[src/rtl/serial_subtractor_pkg.sv]
// serial_subtractor_pkg: shared FSM state type and step-counter sizing for the digit-serial subtractor
package serial_subtractor_pkg;
  typedef enum logic [1:0] {IDLE, RUN, DONE} state_t;
  function automatic int cnt_w(int nstep);
    return $clog2(nstep + 1);
  endfunction
endpackage

[src/rtl/serial_subtractor_if.sv]
// serial_subtractor_if: operand/result valid-ready bus between producer, subtractor and consumer
interface serial_subtractor_if #(parameter int WIDTH = 8);
  logic             in_valid;
  logic             in_ready;
  logic [WIDTH-1:0] a;
  logic [WIDTH-1:0] b;
  logic             bin;
  logic             out_valid;
  logic             out_ready;
  logic [WIDTH-1:0] diff;
  logic             bout;
  logic             ovf;
  modport master (output in_valid, a, b, bin, out_ready, input in_ready, out_valid, diff, bout, ovf);
  modport slave  (input in_valid, a, b, bin, out_ready, output in_ready, out_valid, diff, bout, ovf);
endinterface

[src/rtl/serial_subtractor_sub_digit.sv]
// sub_digit: DIGIT-wide ripple of 1-bit full-subtractor cells, exposing the borrow into the top bit
module sub_digit #(parameter int DIGIT = 2) (
  input  logic [DIGIT-1:0] a_d,
  input  logic [DIGIT-1:0] b_d,
  input  logic             bi,
  output logic [DIGIT-1:0] d,
  output logic             bo,
  output logic             b_msb_in
);
  logic [DIGIT:0] br;
  assign br[0] = bi;
  for (genvar i = 0; i < DIGIT; i++) begin : g_cell
    assign d[i]    = a_d[i] ^ b_d[i] ^ br[i];
    assign br[i+1] = (~a_d[i] & b_d[i]) | (~(a_d[i] ^ b_d[i]) & br[i]);
  end
  assign bo       = br[DIGIT];
  assign b_msb_in = br[DIGIT-1];
endmodule

[src/rtl/serial_subtractor.sv]
// serial_subtractor: digit-serial A - B - Bin with registered borrow, borrow-out and signed overflow
module serial_subtractor
  import serial_subtractor_pkg::*;
#(
  parameter int WIDTH = 8,
  parameter int DIGIT = 2
) (
  input logic                clk,
  input logic                rst_n,
  serial_subtractor_if.slave s
);
  localparam int NSTEP = WIDTH / DIGIT;
  localparam int CW    = cnt_w(NSTEP);
  if (WIDTH < 1 || DIGIT < 1 || DIGIT > WIDTH || WIDTH % DIGIT != 0) begin : g_bad
    $error("serial_subtractor: invalid WIDTH/DIGIT");
  end
  state_t           state;
  logic [WIDTH-1:0] ra, rb, rd, rd_nx, dw, diff_q;
  logic [CW-1:0]    cnt;
  logic             br, bout_q, ovf_q, rdy_q, vld_q;
  logic [DIGIT-1:0] d;
  logic             bo, bm, last;
  sub_digit #(.DIGIT(DIGIT)) u_dig (
    .a_d(ra[DIGIT-1:0]), .b_d(rb[DIGIT-1:0]), .bi(br), .d(d), .bo(bo), .b_msb_in(bm)
  );
  // each new digit enters at the MSB so the LSB digit lands at bit 0 after NSTEP shifts
  assign dw    = WIDTH'(d);
  assign rd_nx = (rd >> DIGIT) | (dw << (WIDTH - DIGIT));
  assign last  = cnt == CW'(NSTEP - 1);
  always_ff @(posedge clk or negedge rst_n) begin
    if (!rst_n) begin
      state  <= IDLE;
      ra     <= '0;
      rb     <= '0;
      rd     <= '0;
      br     <= 1'b0;
      cnt    <= '0;
      diff_q <= '0;
      bout_q <= 1'b0;
      ovf_q  <= 1'b0;
      rdy_q  <= 1'b1;
      vld_q  <= 1'b0;
    end else begin
      case (state)
        IDLE: if (s.in_valid && rdy_q) begin
          ra    <= s.a;
          rb    <= s.b;
          br    <= s.bin;
          cnt   <= '0;
          rdy_q <= 1'b0;
          state <= RUN;
        end
        RUN: begin
          ra  <= ra >> DIGIT;
          rb  <= rb >> DIGIT;
          rd  <= rd_nx;
          br  <= bo;
          cnt <= cnt + CW'(1);
          if (last) begin
            diff_q <= rd_nx;
            bout_q <= bo;
            ovf_q  <= bo ^ bm;
            vld_q  <= 1'b1;
            state  <= DONE;
          end
        end
        DONE: if (s.out_ready) begin
          vld_q <= 1'b0;
          rdy_q <= 1'b1;
          state <= IDLE;
        end
        default: state <= IDLE;
      endcase
    end
  end
  assign s.in_ready  = rdy_q;
  assign s.out_valid = vld_q;
  assign s.diff      = diff_q;
  assign s.bout      = bout_q;
  assign s.ovf       = ovf_q;
endmodule
[src/flat_wrapper.sv]
// flat-port wrapper written by rule: the top's interface ports become plain ports
module serial_subtractor_flat import serial_subtractor_pkg::*;
#(
  parameter int WIDTH = 8,
  parameter int DIGIT = 2
)
  (clk, rst_n, s_in_valid, s_a, s_b, s_bin, s_out_ready, s_in_ready, s_out_valid, s_diff, s_bout, s_ovf);
  serial_subtractor_if #(.WIDTH(WIDTH)) s_i ();
  input logic clk;
  input logic rst_n;
  input wire logic [$bits(s_i.in_valid)-1:0] s_in_valid;
  input wire logic [$bits(s_i.a)-1:0] s_a;
  input wire logic [$bits(s_i.b)-1:0] s_b;
  input wire logic [$bits(s_i.bin)-1:0] s_bin;
  input wire logic [$bits(s_i.out_ready)-1:0] s_out_ready;
  output wire logic [$bits(s_i.in_ready)-1:0] s_in_ready;
  output wire logic [$bits(s_i.out_valid)-1:0] s_out_valid;
  output wire logic [$bits(s_i.diff)-1:0] s_diff;
  output wire logic [$bits(s_i.bout)-1:0] s_bout;
  output wire logic [$bits(s_i.ovf)-1:0] s_ovf;
  assign s_i.in_valid = s_in_valid;
  assign s_i.a = s_a;
  assign s_i.b = s_b;
  assign s_i.bin = s_bin;
  assign s_i.out_ready = s_out_ready;
  assign s_in_ready = s_i.in_ready;
  assign s_out_valid = s_i.out_valid;
  assign s_diff = s_i.diff;
  assign s_bout = s_i.bout;
  assign s_ovf = s_i.ovf;
  serial_subtractor #(.WIDTH(WIDTH), .DIGIT(DIGIT)) u_core (.clk(clk), .rst_n(rst_n), .s(s_i));
endmodule
[config.mk]
export PLATFORM = sky130hd
export DESIGN_NAME = serial_subtractor_flat
export DESIGN_NICKNAME = d
export VERILOG_FILES = /design/src/rtl/serial_subtractor_pkg.sv /design/src/rtl/serial_subtractor_if.sv /design/src/rtl/serial_subtractor_sub_digit.sv /design/src/rtl/serial_subtractor.sv /design/src/flat_wrapper.sv
export SDC_FILE = /design/constraint.sdc
export NUM_CORES = 1
export LEC_CHECK = 0
export BUFFER_PORTS_ARGS = -buffer_cell sky130_fd_sc_hd__buf_4
export CORE_MARGIN = 3
export CORE_UTILIZATION = 35
export DETAILED_ROUTE_END_ITERATION = 7
export GPL_TIMING_DRIVEN = 0
export MAX_ROUTING_LAYER = met4
export PLACE_DENSITY = 0.66
export REMOVE_ABC_BUFFERS = 1
export SYNTH_ARGS = -nofsm -noshare
export SYNTH_HDL_FRONTEND = slang
export SYNTH_SLANG_ARGS = --single-unit
export TNS_END_PERCENT = 10
[constraint.sdc]
create_clock -name clk -period 1.6 [get_ports clk]
set_input_delay 0.16 -clock clk [delete_from_list [all_inputs] [get_ports clk]]
set_output_delay 0.16 -clock clk [all_outputs]
set_load 0.02 [all_outputs]
Word level (Yosys, flattened, before mapping)
Cells that the tools add are included.
{"block": "totals", "mem_bits_rw": 0, "memories": 0, "elab_cells": 62, "inputBits": 21, "latchBits": 0, "output_inout_bits": 12, "regBits": 42, "mem_bits_ro": 0}
{"block": "classes", "n_lt_le_gt_ge": 0, "muxes": 18, "reduce_logical": 10, "add_sub_neg": 1, "div": 0, "shifts": 0, "n_eq_ne": 6, "n_bitwise": 16, "mul": 0}
{"op": "8-bit case mux with 2 select lines", "count": 2}
{"op": "8-bit 2-to-1 mux", "count": 2}
{"op": "3-bit AND reduction", "count": 3}
{"op": "6-bit by 8-bit OR with 8-bit output", "count": 1}
{"op": "2-bit 2-to-1 mux", "count": 3}
{"op": "1-bit case mux with 2 select lines", "count": 3}
{"op": "2-bit case mux with 3 select lines", "count": 1}
{"op": "3-bit case mux with 2 select lines", "count": 1}
{"op": "2-bit nonzero test", "count": 3}
{"op": "1-bit 2-to-1 mux", "count": 5}
{"op": "1-bit XOR", "count": 5}
{"op": "1-bit AND", "count": 4}
{"op": "2-bit by 1-bit inequality test with 1-bit output (second input constant)", "count": 2}
{"op": "1-bit inverter", "count": 4}
{"op": "2-bit AND reduction", "count": 2}
{"op": "3-bit by 1-bit adder with 3-bit output (second input constant)", "count": 1}
{"op": "3-bit by 2-bit == test with 1-bit output (second input constant)", "count": 1}
{"op": "3-bit 2-to-1 mux", "count": 1}
{"op": "2-bit by 1-bit == test with 1-bit output (second input constant)", "count": 1}
{"op": "2-bit == test (second input constant)", "count": 1}
{"op": "2-bit zero test", "count": 1}
{"op": "2-bit inequality test (second input constant)", "count": 1}
{"op": "1-bit OR", "count": 2}
{"op": "1-bit logical AND", "count": 1}

Depth between registers and ports, before layout
Gate-level depths: netlist of the first run.
{"block": "logic_depth", "word_depth": 7, "depth_mapped": 6, "depth_no_buf": 6}

Cells and area by module
From an unflattened synthesis of the first run, not the netlist that was laid out.
{"block": "hier_totals", "hier_cells": 150, "hier_area_um2": 1755.4}
{"mod": "serial_subtractor", "area_each_um2": 1696.6, "seq_area_each_um2": 1002.2, "cells_per_inst": 143, "n_inst": 1}
{"mod": "sub_digit", "area_each_um2": 58.8, "seq_area_each_um2": 0.0, "cells_per_inst": 7, "n_inst": 1}

Worst setup path before layout of the first run
No wires, ideal clock.
{"block": "synth_path", "path_kind": "flip-flop to flip-flop", "from": "register u_core.rb[0]", "to": "register u_core.diff_q[7] (netlist: u_core.s.diff[7])", "arrival_time_ns": 1.562, "setup_ns": 0.125, "t_required_ns": 1.475, "path_stages_with_launch": 5, "path_buffers": 0, "path_slack_ns": -0.087, "cell_sequence": "dfrtp_1 > fa_1 > inv_1 > fa_1 > mux2_2"}
{"block": "synth_via", "elab_chain_cells": 6, "elab_cells_between_ends": 7, "classes_between": "bitwise: 7"}
{"item": "from (decl)", "line_no": "serial_subtractor.sv:18", "source": "logic [WIDTH-1:0] ra, rb, rd, rd_nx, dw, diff_q;"}
{"item": "from (signal assigned)", "line_no": "serial_subtractor.sv:47", "source": "rb <= s.b;"}
{"item": "from (signal assigned)", "line_no": "serial_subtractor.sv:55", "source": "rb <= rb >> DIGIT;"}
{"item": "1-bit XOR", "line_no": "serial_subtractor_sub_digit.sv:14", "source": "assign br[i+1] = (~a_d[i] & b_d[i]) | (~(a_d[i] ^ b_d[i]) & br[i]);"}
{"item": "1-bit inverter", "line_no": "serial_subtractor_sub_digit.sv:14"}
{"item": "1-bit AND", "line_no": "serial_subtractor_sub_digit.sv:14"}
{"item": "1-bit OR *", "line_no": "serial_subtractor_sub_digit.sv:14"}
{"item": "1-bit XOR *", "line_no": "serial_subtractor_sub_digit.sv:13", "source": "assign d[i] = a_d[i] ^ b_d[i] ^ br[i];"}
{"item": "via u_core.d[1]", "line_no": "serial_subtractor.sv:21", "source": "logic [DIGIT-1:0] d;"}
{"item": "6-bit by 8-bit OR with 8-bit output *", "line_no": "serial_subtractor.sv:28", "source": "assign rd_nx = (rd >> DIGIT) | (dw << (WIDTH - DIGIT));"}
{"item": "to (signal assigned)", "line_no": "serial_subtractor.sv:60", "source": "diff_q <= rd_nx;"}
{"item": "to (decl)", "line_no": "serial_subtractor.sv:18"}
The timed path passes the listed nets; every way through them passes the cells marked *.
A chain may end at the register's enable or synchronous reset.

Final worst setup path of the first run
Ends and elaborated chain as after synthesis.

==> implementation parameters, run 1 <==
Parameter                              Value

GRT
  Total overflow reported by the global router ... 0
  Total global routing track utilization ... 11.78%
  First-pass GRT wire length ... 5.244 mm
  Largest net degree at the start of global routing ... 45
  Vias in the first global route ... 1143
  Initial antenna violation count ... 0

Clock tree
  Number of buffers between clock root and the deepest sink ... 2
  Max H-tree Level ... 2
  Clock-pin transition on the worst setup and hold timing paths ... 80 ps
  Root Buffer Master ... clkbuf_8
  TritonCTS clock tree ... built
  Clock sinks ... 40
  Clock network latency to the later pin of the worst-skew pair ... 300 ps
  Total CTS buffers ... 5

Flow run
  Total of max-cap violations ... 0

Worst setup path
  Slowest CP cell ... dfrtp_1
  Setup slack of the most critical reg-to-reg path ... -60 ps
  Crit Path Max Fanout ... 2
  Worst Setup Start Kind ... register
  Reg2Reg Depth ... 4
  Critical path class ... register to register
  Max stage delay on crit path ... 410 ps
  List of cells traversed by the critical path ... fa_2 -> inv_2 -> fa_1 -> mux2_2
  Crit. End Element ... register
  Req. time, crit path ... 1780 ps
  Worst flop-to-flop path endpoint ... u_core.s.diff[7]
  Crit path DAT ... 1840 ps
  Crit Reg-Reg Startpoint ... u_core.rb[0]

Layout
  Synthesis-to-layout area growth ... 25.07%
  Most frequent standard cell in the layout excluding fill and tap cells ... dfrtp_1
  Non-filler cells, final ... 250
  Nets ... 209
  Proportion of layout cells with a drive suffix above 1 ... 33.51%
  Filler instances ... 453
  Highest-count cells in the layout ignoring fill and taps ... 37 x dfrtp_1, 33 x buf_4, 16 x nand2_1, 15 x a21oi_1, 13 x nor2_1
  Antenna diodes ... 0
  Post-route cell area ... 0.002166 mm^2

Worst hold path
  Class of the worst hold path ... input port to register
  End point of the worst hold path ... u_core.rb[6]
  Hold depth ... 3
  Launch instance of the worst min-delay path ... s_b[6]

Placement
  Number of instances in the placed design ... 239
  Placed cell area ... 0.002001 mm^2
  Port Buffer Count ... 32
  Post-DP HPWL ... 1.955 mm
  Routability Congestion ... 0.7316

Synthesis
  Top cells by area in the synthesized netlist ... dfrtp_1 56%, mux2_2 7.8%, mux2i_1 6.9%
  Number of synthesized register bits ... 40
  Post-synth EDFFs ... 0
  Share of the yosys chip area belonging to registers ... 57.88%
  Fraction of registers with async set/reset ... 100.0%
  Gate Count Post-Synth ... 151
  Average size of a mapped cell ... 11.47 um^2
  Number of warning messages in the yosys log ... 0
  Number of distinct library cell variants in the gate-level netlist after synthesis ... 22
  Top-area cell type share of the netlist area ... 56.36%
  Leading register cell type out of synthesis ... dfrtp_1
  Post-Syn Area ... 0.001732 mm^2
  Cell accounting for the most synthesized area ... dfrtp_1

Status
  Violated checks ... negative setup slack
  Result of the run ... finished, violations left

Detailed routing
  Antenna Violating Nets Remaining ... 0
  DRC Markers ... 0
  DRT iter0 DRCs ... 65
  Per-cell via count in the routed design ... 4.656
  Number of vias in the routed layout ... 1164
  Wire per inst ... 12.16 um
  Total wire length ... 3.041 mm
  Router iterations before antenna repair ... 4

Floorplanning
  Placeable core region ... 0.004564 mm^2
  Die area ... 0.005828 mm^2
  Vertical die dimension ... 76.34 um
  Horizontal die dimension ... 76.34 um
  Initial cell density of the core ... 37.94%
  Top-level port count ... 33
  Cell row count ... 24

STA
  Slew Limit Headroom ... 66.41%
  Count of endpoints failing setup in the final report ... 3
  Worst hold-check slack ... 55.59 ps
  Highest clock rate ... 0.6015 GHz
  Period Utilization, post-route ... 103.9%
  Post-route setup slack ... -62.46 ps
  Transition time of the tightest slew-check pin ... 503.8 ps
  Number of hold-slack violations in the final timing report ... 0
  Pins over their slew limit ... 0
  Worst clock skew ... 8.835 ps
  RSZ-0062 raised after global routing ... true
  Crit path time final ... 1662 ps

Pwr
  Static leakage ... 0.9632 nW
  Total power per unit cell area ... 869.3 mW/mm^2
  Overall power after layout ... 0.001883 W
  Max IR drop VDD ... 0.5254 mV
-- critical path, delay by kind of cell (launching register included) --
| family | cells | cell delay [ps] |
|---|---|---|
| adders and majority gates | 2 | 790 |
| DFF | 1 | 410 |
| muxes | 1 | 280 |
| buffers and inverters | 1 | 70 |
-- layout make-up --
cell class              instances  area, um^2  share of cell area [%]
flip-flops and latches         40        1005                   46.39
multi-input cells              95       664.4                   30.68
repair buffers                 35       277.8                   12.82
well taps                      65       81.33                   3.755
clock buffers                   5       68.82                   3.177
clock inverters                 3       42.54                   1.964
inverters                       7       26.28                   1.213
-- report_power, final --
part / switching [W] / internal, W / leakage, nW
combinational: 0.0000289 / 0.0000341 / 0.467
clock: 0.000348 / 0.000461 / 0.0541
sequential: 0 / 0.00101 / 0.442
total: 0.000377 / 0.00151 / 0.963
-- worst max path at each step --
stage | startpoint | end | slack, ps
2_1_floorplan | u_core.state[1] | u_core.rd[2] | -170
3_5_place_dp | u_core.rb[0] | u_core.rd[7] | -150
3_3_place_gp | u_core.state[1] | u_core.rd[3] | -540
4_1_cts | u_core.rb[0] | u_core.s.diff[7] | -120
5_1_grt | u_core.rb[0] | u_core.s.diff[7] | -120
6_report | u_core.rb[0] | u_core.s.diff[7] | -60
-- per-stage QoR --
| stage | TNS (ps) | util (%) | setup slack, ps |
|---|---|---|---|
| finish | -139.2 | 47.45 | -62.46 |
| global placement | -10900 | 43.78 | -542.9 |
| floorplan | -1348 | - | -170.3 |
| CTS | -252.9 | 47.18 | -119.1 |
| global route | -330.0 | 47.45 | -117.1 |
| detailed placement | -3013 | 43.83 | -153.1 |
-- sequential cells by signal (all words and copies together), names as in the netlist --
signal              count
u_core.ra               8
u_core.rb               8
u_core.s.diff           8
u_core.rd               6
u_core.cnt              3
u_core.state            2
u_core.br               1
u_core.s.bout           1
u_core.s.in_ready       1
u_core.s.out_valid      1
u_core.s.ovf            1
-- metal layers --
| layer | part of all wire (%) | vias up | wire length, um | GRT usage [%] |
|---|---|---|---|---|
| met5 | 0 | - | 0 | - |
| met4 | 2.5 | 0 | 76 | 7.609 |
| met3 | 4.2 | 8 | 129 | 2.719 |
| met2 | 47 | 33 | 1440 | 17.75 |
| met1 | 46 | 549 | 1396 | 14.19 |
| li1 | - | 574 | - | - |
-- logic make-up (layout without fill, tap and decap cells) --
group	count (synthesis)	in the layout	share of synthesized area, %
mux	24	24	14.74
buf+inv	16	50	4.696
simple gates	35	35	9.032
compound gates	31	31	9.393
flops	40	40	57.88
fa+ha+maj	4	4	3.757
xor+xnor	1	1	0.5059
-- cells in the mapped netlist, types with 2 or more instances --
cell type,n
a21oi_1,15
inv_1,7
nand3b_1,3
mux2i_1,12
buf_6,2
fa_1,2
mux2_2,12
buf_2,5
o21ai_0,12
nand2b_1,2
nand2_1,16
ha_1,2
o22ai_1,2
nor2_1,13
dfrtp_1,39
-- repair_timing --
item                       CTS  global route
hold endpoints to repair    39             0
setup endpoints to repair   27            21
hold buffers                 1             0
pin swaps                    0             5
setup buffers                1             1
gates cloned                 0             0
resized for setup            3             4
(Power assumes the default switching activity.)
==> inputs of run 2 (changes only) <==
--- a/config.mk
+++ b/config.mk
@@ -11,7 +11,7 @@
 export DETAILED_ROUTE_END_ITERATION = 7
 export GPL_TIMING_DRIVEN = 0
 export MAX_ROUTING_LAYER = met4
-export PLACE_DENSITY = 0.66
+export PLACE_DENSITY_LB_ADDON = 0.12
 export REMOVE_ABC_BUFFERS = 1
 export SYNTH_ARGS = -nofsm -noshare
 export SYNTH_HDL_FRONTEND = slang
==> run 2 against run 1 <==
  * The flow still finishes with violations (negative setup slack)
  * Clock power decreased by 17%
  * Register-to-register slack about the same
  * Hold slack improved by 17 ps
  * Maximum frequency decreased by 0.37%
  * Sequential power about the same
  * Final area decreased by 0.35%
  * Critical endpoint is now u_core.rd[7]
==> implementation parameters, run 2 (same netlist as run 1, synthesis figures left out) <==
Parameter                              Value

Status
  Result of the run ... finished, violations left
  Violated checks ... negative setup slack

STA
  Period Utilization, post-route ... 104.3%
  Slew Limit Headroom ... 67.02%
  Post-route setup slack ... -68.69 ps
  Setup TNS Final ... -136.5 ps
  Pins over their slew limit ... 0
  Highest clock rate ... 0.5993 GHz
  Transition time of the tightest slew-check pin ... 494.7 ps
  Crit path time final ... 1669 ps
  Number of hold-slack violations in the final timing report ... 0
  Worst clock skew ... 5.633 ps
  RSZ-0062 raised after global routing ... true
  Count of endpoints failing setup in the final report ... 2

Pwr
  Fraction of power spent switching nets ... 19.80%
  Fraction of power consumed by combinational cells ... 3.6%
  Psw ... 0.0003446 W
  Max IR drop VDD ... 0.3830 mV
  Clk pwr share ... 38.4%
  Total power per unit cell area ... 806.6 mW/mm^2
  Share of total power in sequential cells ... 58.1%
  Cell internal power dissipation ... 0.001396 W
  Overall power after layout ... 0.001741 W
  Static leakage ... 0.9628 nW

Detailed routing
  Router iterations before antenna repair ... 4
  Total wire length ... 3.074 mm
  Number of vias in the routed layout ... 1170
  Wire per inst ... 12.20 um
  DRT iter0 DRCs ... 81
  DRC Markers ... 0
  Antenna Violating Nets Remaining ... 0
  Per-cell via count in the routed design ... 4.643

Worst setup path
  Critical path class ... register to register
  Req. time, crit path ... 1770 ps
  Reg2Reg Depth ... 4
  Critical path buffers and inverters ... 1
  Crit path DAT ... 1840 ps
  Max stage delay on crit path ... 410 ps
  Slowest CP cell ... dfrtp_1
  Top delay family on crit path ... adder cells
  Cell count along the critical path ... 4
  Worst Setup Start Kind ... register
  List of cells traversed by the critical path ... fa_2 -> inv_2 -> fa_1 -> mux2_2
  Crit Path Max Fanout ... 2
  Crit. End Element ... register

Clock tree
  Clock sinks ... 40
  Number of buffers between clock root and the deepest sink ... 2
  Clock network latency to the later pin of the worst-skew pair ... 280 ps
  Max H-tree Level ... 2
  Total CTS buffers ... 5
  Root Buffer Master ... clkbuf_8
  TritonCTS clock tree ... built
  Clock-pin transition on the worst setup and hold timing paths ... 70 ps

Layout
  Highest-count cells in the layout ignoring fill and taps ... 38 x dfrtp_1, 35 x buf_4, 16 x nand2_1, 15 x a21oi_1, 13 x nor2_1
  Antenna diodes ... 0
  Nets ... 211
  Filler instances ... 460
  Most frequent standard cell in the layout excluding fill and tap cells ... dfrtp_1
  Synthesis-to-layout area growth ... 24.64%
  Proportion of layout cells with a drive suffix above 1 ... 33.16%
  Post-layout util ... 47.29%

GRT
  Total global routing track utilization ... 11.83%
  Vias in the first global route ... 1156
  Total overflow reported by the global router ... 0
  Largest net degree at the start of global routing ... 45
  Initial antenna violation count ... 0
  First-pass GRT wire length ... 5.354 mm

Placement
  Routability Congestion ... 0.7768
  Post-DP HPWL ... 1.981 mm
  Worst Setup Slack post-DPL ... -189.5 ps
  Port Buffer Count ... 32

Floorplanning
  Placeable core region ... 0.004564 mm^2
  Cell row count ... 24
  Top-level port count ... 33
  Horizontal die dimension ... 76.34 um
  Initial cell density of the core ... 37.94%
  Vertical die dimension ... 76.34 um
  Die area ... 0.005828 mm^2

Worst hold path
  Hold depth ... 3
  Class of the worst hold path ... input port to register

Flow run
  Total of max-cap violations ... 0
-- run 2: worst min-delay path, cell delays in order --
cell and delay [ps]:
buf_4 70, nand2_1 30, o21ai_0 50
-- run 2: final timing paths --
check	start	endpoint	slack (ps)
max	u_core.br	u_core.rd[7]	-70
min	s_b[6]	u_core.rb[6]	70
max reg2reg	u_core.br	u_core.rd[7]	-70
min reg2reg	u_core.s.bout	u_core.s.bout	490
max in group asynchronous	rst_n	u_core.state[0]	850
min in group asynchronous	rst_n	u_core.s.out_valid	390
-- run 2: power by group through the flow --
stage                     Combinational, W  Clock [W]  Sequential (W)
after global routing             0.0000708   0.000751         0.00101
after global placement           0.0000614          0         0.00103
after floorplan                 0.00000300          0         0.00103
final                            0.0000621   0.000668         0.00101
after CTS                        0.0000648   0.000704         0.00101
after detailed placement         0.0000626          0         0.00103
-- run 2: final cells by class --
class                           count  area [um^2]  area share (%)
Clock buffer                        8        90.09           4.174
Inverter                            7        26.28           1.217
Multi-Input combinational cell     95        664.4           30.78
Sequential cell                    40         1003           46.49
Tap cell                           65        81.33           3.768
Timing Repair Buffer               37        292.8           13.57
-- run 2: repair_timing --
action / in CTS / in global routing
hold buffers: 1 / 0
endpoints found under the hold margin: 39 / 0
pin swaps: 2 / 9
resized for setup: 5 / 2
gates cloned: 0 / 0
setup buffers: 2 / 2
setup endpoints to repair: 34 / 19
-- run 2: per-layer routing --
metal  share of wire [%]  vias to the layer above  track usage, %
met4                 1.6                        0           4.348
met3                 5.4                        6           4.728
met5                   0                        -               -
met1                  45                      561           14.18
li1                    -                      575               -
met2                  48                       28           18.01
-- run 2: metrics by stage --
step,cell area [um^2],hold slack [ps],cells
3_5_place_dp,2001,170.1,239
6_report,2158,72.59,252
3_3_place_gp,1998,165.3,239
4_1_cts,2140,65.07,250
2_1_floorplan,1677,-135.6,142
5_1_grt,2158,65.17,252
==> inputs of run 3 (changes only) <==
--- a/config.mk
+++ b/config.mk
@@ -5,12 +5,12 @@
 export SDC_FILE = /design/constraint.sdc
 export NUM_CORES = 1
 export LEC_CHECK = 0
+export ABC_AREA = 1
 export BUFFER_PORTS_ARGS = -buffer_cell sky130_fd_sc_hd__buf_4
 export CORE_MARGIN = 3
-export CORE_UTILIZATION = 35
+export CORE_UTILIZATION = 25
 export DETAILED_ROUTE_END_ITERATION = 7
 export GPL_TIMING_DRIVEN = 0
-export MAX_ROUTING_LAYER = met4
 export PLACE_DENSITY_LB_ADDON = 0.12
 export REMOVE_ABC_BUFFERS = 1
 export SYNTH_ARGS = -nofsm -noshare
==> run 3 against run 2 <==
  * The flow now finishes without violations
  * Area after synthesis rose by 6.7%
  * Synthesized cell count up 48%
  * Die area increased by 45%
  * Non-clock buffer count fell by 3
  * Sequential power increased by 78%
  * Worst setup slack improved by 100 ps
  * Global-route usage fell by 1.3 points
  * Clock skew is 0.53 ps higher
  * Largest power group is now combinational cells
==> implementation parameters, run 3 <==
Parameter                              Value

Status
  Result of the run ... finished, final reports clean

STA
  Period Utilization, post-route ... 97.91%
  Crit path time final ... 1567 ps
  Worst clock skew ... 6.160 ps
  Slew Limit Headroom ... 65.09%
  Number of hold-slack violations in the final timing report ... 0
  Transition time of the tightest slew-check pin ... 523.7 ps
  RSZ-0062 raised after global routing ... true
  Highest clock rate ... 0.6384 GHz
  Pins over their slew limit ... 0
  Count of endpoints failing setup in the final report ... 0

Pwr
  Clk pwr share ... 19.2%
  Static leakage ... 1.221 nW
  Fraction of power consumed by combinational cells ... 42.6%
  Share of total power in sequential cells ... 38.2%
  Psw ... 0.001901 W
  Overall power after layout ... 0.004709 W
  Max IR drop VDD ... 0.8451 mV
  Cell internal power dissipation ... 0.002808 W
  Fraction of power spent switching nets ... 40.36%
  Total power per unit cell area ... 2027 mW/mm^2

Floorplanning
  Initial cell density of the core ... 26.47%
  Placeable core region ... 0.006982 mm^2
  Vertical die dimension ... 91.98 um
  Die area ... 0.008459 mm^2
  Cell row count ... 30
  Top-level port count ... 33
  Horizontal die dimension ... 91.98 um

Clock tree
  Clock sinks ... 40
  Clock-pin transition on the worst setup and hold timing paths ... 80 ps
  Total CTS buffers ... 5
  Root Buffer Master ... clkbuf_8
  TritonCTS clock tree ... built
  Number of buffers between clock root and the deepest sink ... 2
  Clock network latency to the later pin of the worst-skew pair ... 290 ps
  Max H-tree Level ... 2

Synthesis
  Number of distinct library cell variants in the gate-level netlist after synthesis ... 19
  Number of synthesized register bits ... 40
  Number of warning messages in the yosys log ... 0
  Leading register cell type out of synthesis ... dfrtp_1
  Fraction of registers with async set/reset ... 100.0%
  Cell with the most instances after synthesis ... nand2_1
  Top cells by area in the synthesized netlist ... dfrtp_1 53%, nand2_1 18%, nand3_1 10%
  Post-Syn Area ... 0.001848 mm^2
  Gate Count Post-Synth ... 223
  Cell accounting for the most synthesized area ... dfrtp_1
  Share of the yosys chip area belonging to registers ... 54.23%
  Commonest cells post-synth ... 89 x nand2_1, 39 x dfrtp_1, 37 x nand3_1, 14 x o21ai_0, 13 x inv_1
  Top-area cell type share of the netlist area ... 52.81%
  Post-synth EDFFs ... 0
  Average size of a mapped cell ... 8.287 um^2

Layout
  Antenna diodes ... 0
  Nets ... 276
  Proportion of layout cells with a drive suffix above 1 ... 23.02%
  Post-route cell area ... 0.002323 mm^2
  Highest-count cells in the layout ignoring fill and taps ... 87 x nand2_1, 38 x dfrtp_1, 37 x nand3_1, 33 x buf_4, 13 x o21ai_0
  Synthesis-to-layout area growth ... 25.73%
  Most frequent standard cell in the layout excluding fill and tap cells ... nand2_1
  Post-layout util ... 33.28%

Worst hold path
  Launch instance of the worst min-delay path ... s_out_ready
  Class of the worst hold path ... input port to register
  Hold depth ... 2
  End point of the worst hold path ... u_core.state[1]

Worst setup path
  Worst flop-to-flop path endpoint ... u_core.s.diff[7]
  Setup slack of the most critical reg-to-reg path ... 30 ps
  Req. time, crit path ... 1780 ps
  Worst Setup Start Kind ... register
  Crit. End Element ... register
  Setup crit start ... u_core.ra[0]
  Crit path DAT ... 1740 ps
  Crit Reg-Reg Startpoint ... u_core.ra[0]
  Crit Path Max Fanout ... 2
  Reg2Reg Depth ... 6
  Critical path class ... register to register

Detailed routing
  DRT iter0 DRCs ... 67
  Antenna Violating Nets Remaining ... 0
  Total wire length ... 4.069 mm
  DRC Markers ... 0
  Number of vias in the routed layout ... 1479
  Router iterations before antenna repair ... 4
  Per-cell via count in the routed design ... 4.250
  Wire per inst ... 11.69 um

Placement
  Routability Congestion ... 0.6695
  Placed cell area ... 0.002135 mm^2
  Post-DP HPWL ... 2.514 mm
  Port Buffer Count ... 32

GRT
  Total overflow reported by the global router ... 0
  Total global routing track utilization ... 10.55%
  Initial antenna violation count ... 0
  First-pass GRT wire length ... 7.120 mm
  Largest net degree at the start of global routing ... 50
  Vias in the first global route ... 1532

Flow run
  Total of max-cap violations ... 0
[run 3: cell types whose count changed in the layout (fill, tap and decap cells not counted), moves of 3 or more]
cell,delta
inv_2,+4
o21ai_1,+5
nand3b_1,-3
mux2i_1,-12
a21oi_1,-15
nand2_1,+71
mux2_2,-12
nand3_1,+37
inv_1,+4
nor2_1,-11
[run 3: worst max path at each step]
stage                                  end  slack (ps)
after floorplan           u_core.s.diff[7]          30
after global placement       u_core.cnt[2]        -490
after detailed placement     u_core.cnt[2]        -500
after CTS                 u_core.s.diff[7]          10
after global routing         u_core.cnt[0]         -20
final                     u_core.s.diff[7]          30
[run 3: kinds of logic (layout without fill, tap and decap cells)]
family / after synthesis / in the layout / share of synthesized area (%)
AND/OR/NAND/NOR: 132 / 132 / 29.86
AO/OA/AOI/OAI: 19 / 19 / 5.349
flip-flops: 40 / 40 / 54.23
buffers and inverters: 28 / 57 / 7.042
adder cells (fa/ha/maj): 4 / 4 / 3.521
[run 3: stage by stage]
step	setup TNS, ps	cells	hold WS, ps	setup WS (ps)
after global routing	-39.46	348	57.48	-17.25
after floorplan	0	210	-135.6	34.28
after detailed placement	-12790	338	183.7	-495.4
final	0	348	65.03	33.47
after global placement	-12840	338	187.0	-488.5
after CTS	0	347	52.51	12.01
[run 3: timing repair]
action,CTS,global route
gates resized for setup,7,9
pin swaps,0,1
endpoints found under the hold margin,39,0
cloned,0,0
hold buffers,1,0
endpoints found under the setup margin,40,31
buffers inserted,0,1
[run 3: final cells by class]
cell class	count	area, um^2
Clock buffer	7	96.34
Clock inverter	1	30.03
Fill cell	797	4658
Inverter	15	56.30
Multi-Input combinational cell	155	757.0
Sequential cell	40	1006
Tap cell	96	120.1
Timing Repair Buffer	34	257.7
[run 3: layer usage]
| layer | up-vias | GRT usage (%) | routed length (um) |
|---|---|---|---|
| li1 | 759 | - | - |
| met1 | 682 | 13.78 | 1997 |
| met2 | 30 | 16.67 | 1825 |
| met3 | 8 | 2.543 | 171 |
| met4 | 0 | 4.455 | 74 |
| met5 | - | 0 | 0 |
[run 3: critical path: stages, from the launching register on]
cell and delay, ps:
dfrtp_1 360, inv_2 50, fa_2 390, inv_2 70, fa_2 430, inv_2 70
o21ai_0 80
[run 3: power groups by stage]
| stage | clock network [W] | registers, W | logic, W |
|---|---|---|---|
| after global placement | 0 | 0.00179 | 0.00192 |
| after CTS | 0.000944 | 0.00180 | 0.00197 |
| after detailed placement | 0 | 0.00180 | 0.00192 |
| final | 0.000904 | 0.00180 | 0.00201 |
| after global routing | 0.000982 | 0.00187 | 0.00236 |
| after floorplan | 0 | 0.00190 | 0.00115 |
